## config.mk

```make
export PLATFORM = sky130hd
export DESIGN_NAME = word_splitter_16to8
export DESIGN_NICKNAME = d
export VERILOG_FILES = /design/src/rtl/proc_bus_pkg.sv /design/src/rtl/word_splitter_16to8_byte_select.sv /design/src/rtl/word_splitter_16to8.sv
export SDC_FILE = /design/constraint.sdc
export NUM_CORES = 1
export LEC_CHECK = 0
export ABC_AREA = 1
export BUFFER_PORTS_ARGS = -buffer_cell sky130_fd_sc_hd__buf_4
export CORE_ASPECT_RATIO = 1.2
export CORE_MARGIN = 2
export CORE_UTILIZATION = 54
export CTS_CLUSTER_SIZE = 40
export DETAILED_ROUTE_END_ITERATION = 12
export GPL_TIMING_DRIVEN = 0
export HOLD_SLACK_MARGIN = 0.1
export PLACE_DENSITY = 0.83
export SLEW_MARGIN = 20
export SYNTH_ARGS = -nofsm -noshare
export SYNTH_HDL_FRONTEND = slang
export SYNTH_SLANG_ARGS = --single-unit
```

## constraint.sdc

```tcl
create_clock -name clk -period 2.35 [get_ports clk]
set_clock_uncertainty 0.15 [all_clocks]
set_input_delay 0.1175 -clock clk [delete_from_list [all_inputs] [get_ports clk]]
set_output_delay 0.1175 -clock clk [all_outputs]
set_load 0.005 [all_outputs]
```

## src/rtl/proc_bus_pkg.sv

```systemverilog
// proc_bus_pkg: shared types and constants for the byte/word merge and split paths.
package proc_bus_pkg;
  localparam int SPLIT_BYTE_WIDTH = 8;
  localparam int SPLIT_WORD_WIDTH = 2 * SPLIT_BYTE_WIDTH;
  localparam logic ORDER_MSB_FIRST = 1'b1;
  localparam logic ORDER_LSB_FIRST = 1'b0;
  typedef enum logic [1:0] {SPLIT_IDLE, SPLIT_FIRST, SPLIT_SECOND} split_state_e;
endpackage

```

## src/rtl/word_splitter_16to8_byte_select.sv

```systemverilog
// byte_select: picks the byte of a held word presented in a given split state and byte order.
module byte_select
  import proc_bus_pkg::*;
#(
  parameter int BYTE_WIDTH = SPLIT_BYTE_WIDTH
) (
  input  split_state_e            state,
  input  logic                    order,
  input  logic [2*BYTE_WIDTH-1:0] word,
  output logic [BYTE_WIDTH-1:0]   sel
);
  logic hi;
  assign hi  = (state == SPLIT_FIRST) == (order == ORDER_MSB_FIRST);
  assign sel = state == SPLIT_IDLE ? '0 : hi ? word[2*BYTE_WIDTH-1:BYTE_WIDTH] : word[BYTE_WIDTH-1:0];
endmodule

```

## src/rtl/word_splitter_16to8.sv

```systemverilog
// word_splitter_16to8: emits each accepted 16-bit word as two bytes on a valid/ready stream.
// Define SPLIT_PARITY_EN to add the outParity bus-parity output.
module word_splitter_16to8
  import proc_bus_pkg::*;
#(
  parameter int BYTE_WIDTH  = SPLIT_BYTE_WIDTH,
  parameter int COUNT_WIDTH = 8
) (
  input  logic                    clk,
  input  logic                    resetN,
  input  logic                    inValid,
  output logic                    inReady,
  input  logic [2*BYTE_WIDTH-1:0] inWord,
  input  logic                    inMsbFirst,
  output logic                    outValid,
  input  logic                    outReady,
  output logic [BYTE_WIDTH-1:0]   outByte,
  output logic                    outLast,
`ifdef SPLIT_PARITY_EN
  output logic                    outParity,
`endif
  output logic [COUNT_WIDTH-1:0]  wordCount
);
  split_state_e state, state_nxt;
  logic [2*BYTE_WIDTH-1:0] hold;
  logic order, in_xfer, out_xfer;
  assign in_xfer  = inValid && inReady;
  assign out_xfer = outValid && outReady;
  always_ff @(posedge clk or negedge resetN)
    if (!resetN) state <= SPLIT_IDLE;
    else state <= state_nxt;
  // An in-transfer is only possible from IDLE or a completing SECOND, so it always lands in FIRST.
  always_comb begin
    state_nxt = in_xfer ? SPLIT_FIRST : !out_xfer ? state :
                state == SPLIT_FIRST ? SPLIT_SECOND : SPLIT_IDLE;
  end
  always_comb begin
    outValid = state != SPLIT_IDLE;
    outLast  = state == SPLIT_SECOND;
    inReady  = resetN && (state == SPLIT_IDLE || (state == SPLIT_SECOND && outReady));
  end
  always_ff @(posedge clk or negedge resetN)
    if (!resetN) begin
      hold  <= '0;
      order <= ORDER_LSB_FIRST;
    end else if (in_xfer) begin
      hold  <= inWord;
      order <= inMsbFirst;
    end
  always_ff @(posedge clk or negedge resetN)
    if (!resetN) wordCount <= '0;
    else if (out_xfer && state == SPLIT_SECOND) wordCount <= wordCount + COUNT_WIDTH'(1);
  byte_select #(.BYTE_WIDTH(BYTE_WIDTH)) u_sel (
    .state(state),
    .order(order),
    .word (hold),
    .sel  (outByte)
  );
`ifdef SPLIT_PARITY_EN
  assign outParity = ^outByte;
`endif
endmodule

```

==> qor.yml <==
firstDrtPassIters: 4
drv_slew: 0
syn-instance-count: 160
grt_max_degree: 18
crit_required_ns: 2.48
dp_hpwl_um: 2250
peakVddDrop_v: 0.000820
yosys.cell_count.top_type: "nand2_1"
synth_warnings: 0
hold_path_end: "hold[13]"
drt-total-wl_um: 3700
antenna_found_initial: 0
fin_crit_sh_pct: 98.2
whs_ns: 0.374
ys_seq_area_share_pct: 49.8
grt_use_total_pct: 24.7
reg2reg_from: "state[1]"
layout.nets: 257
place.port_buffers: 39
dp_cells: 230
dieArea_um2: 2930
leakage_nw: 1.06
hold_violations: 0
vias: 1362
arrival_ns: 2.44
ff2ff_path_depth: 5
setup_slack_ns: 0.0424
diodes: 0
cts_buffers: 3
detail-route-antenna-nets: 0
hold_path_startpoint: "hold[13]"
ys_types: 22
async_flop_share_pct: 100
io_pins: 40
drt-initial-drc-count: 50
start_kind: "input port"
n_fill_cell: 129
synth-edff-count: 0
synthFlopType: "dfrtp_1"
outcome: "completed"
layout-drive-gt1-share_pct: 27.8
wl_per_cell_um: 14.0
yosys-top-cells-count: "nand2_1, dfrtp_1, inv_1"
clock_sinks: 27
worstSetupPathType: "input port to flip-flop"
gr-total-overflow: 0
stdcell_count: 265
cts_tree: "built"
std_cell_rows: 19
yosysTopAreaCellShare_pct: 49.8
synth_top_area_cell: "dfrtp_1"
holdPathStages: 2
clock.fmax_mhz: 433
maxCapViolCount: 0
drc: 0
rr_endpoint: "hold[3]"
clockBufferDepth: 2
clk_latency_ns: 0.33
post-route-util_pct: 86.7
period_minus_slack_ns: 2.31
die_h_um: 58.9
netlist_top_cells_area: "dfrtp_1, nand2_1, inv_1, nand3_1, a21boi_0"
dp_slack_ns: 0.719
htree_levels: 1
path_clk_slew_ns: 0.15
initial_core_util_pct: 58.3
core_area_um2: 2330
slew_headroom_pct: 59.0
path_max_fanout: 12
die_w_um: 49.8
ys_seq_elements: 27
grt_pass1_vias: 1245
setup_viol: 0
avgSynthCellArea_um2: 8.48
powerDensity_nw_per_um2: 823
synth_nets: 182
worstMarginPinSlew_ns: 0.613
ff2ff_setup_slack_ns: 0.47
hold_path_class: "flip-flop to flip-flop"
root_buffer: "clkbuf_4"
area_growth_pct: 48.8
gp_congestion: 0.802
endpoint_kind: "flip-flop"
grt_pass1_wl_um: 5450
viasPerCell: 5.14
syn-cell-area_um2: 1360
sequential cells by signal, summed over array words and instances (netlist names):
register	flops
state	2
wordCount	8
hold	16
order	1
power breakdown:
part | internal [mW] | switching, mW
clock network | 0.0667 | 0.140
logic | 0.370 | 0.353
registers | 0.606 | 0.127
routing by layer:
layer  GRT usage, %  wire length [µm]  up-vias
met1           29.3              1430      649
li1               -                 -      649
met4           8.33                66        0
met3           3.05               181        8
met5              0                 0        -
met2           46.3              2020       56
timing repair:
item	4_1_cts	5_1_grt
endpoints found under the setup margin	0	2
hold endpoints to repair	49	0
hold buffers	24	0
resized for setup	0	3
setup buffers	0	7
cells by family (layout without fill, tap and decap cells):
| kind of cell | after synthesis | count (layout) | synth area share, % |
|---|---|---|---|
| AND/OR/NAND/NOR | 71 | 71 | 23.7 |
| buffers and inverters | 30 | 104 | 10.0 |
| AO/OA/AOI/OAI | 28 | 28 | 13.6 |
| flip-flops | 27 | 27 | 49.8 |
| XOR/XNOR | 3 | 3 | 1.94 |
| adder cells (fa/ha/maj) | 1 | 1 | 0.922 |
metrics by stage:
step           total power [mW]  cell area (µm²)  setup TNS, ns
6_report                   1.66             2020              0
5_1_grt                    1.77             2020       -0.00401
4_1_cts                    1.62             1960              0
3_5_place_dp               1.37             1690              0
3_3_place_gp               1.34             1690              0
2_1_floorplan              1.07             1360              0
worst max-delay path: stages:
cell	delay, ns
dlygate4sd3_1	0.54
dlygate4sd3_1	0.62
buf_12	0.15
nand3_4	0.14
buf_6	0.19
o21ai_2	0.12
dlygate4sd3_1	0.56
worst max path at each step:
stage                  start         end  slack (ns)
CTS                   resetN     hold[2]        0.03
global placement       order  outByte[3]        0.78
detailed placement  state[1]  outByte[3]        0.72
global route          resetN     hold[3]      -0.004
floorplan              order  outByte[0]        1.03
finish                resetN     hold[3]        0.04
cell type report:
| cell class | instances | area, µm² | share of cell area (%) |
|---|---|---|---|
| well taps | 31 | 38.8 | 1.92 |
| inverters | 26 | 97.6 | 4.83 |
| clock buffers | 4 | 26.3 | 1.30 |
| repair buffers | 70 | 598 | 29.6 |
| multi-input cells | 103 | 546 | 27.0 |
| flip-flops and latches | 27 | 676 | 33.4 |
| plain buffers | 4 | 38.8 | 1.92 |
layout by cell type, fill, tap and decap left out, types with 3 or more instances in the layout:
master / count
o21ai_1: 12
inv_1: 25
buf_4: 45
nand3_1: 16
dlygate4sd3_1: 24
clkbuf_4: 3
dfrtp_1: 27
a21boi_0: 9
o21ai_2: 5
nor2_1: 3
nand2_1: 45
buf_6: 3
Power figures use the tool's default switching activity.
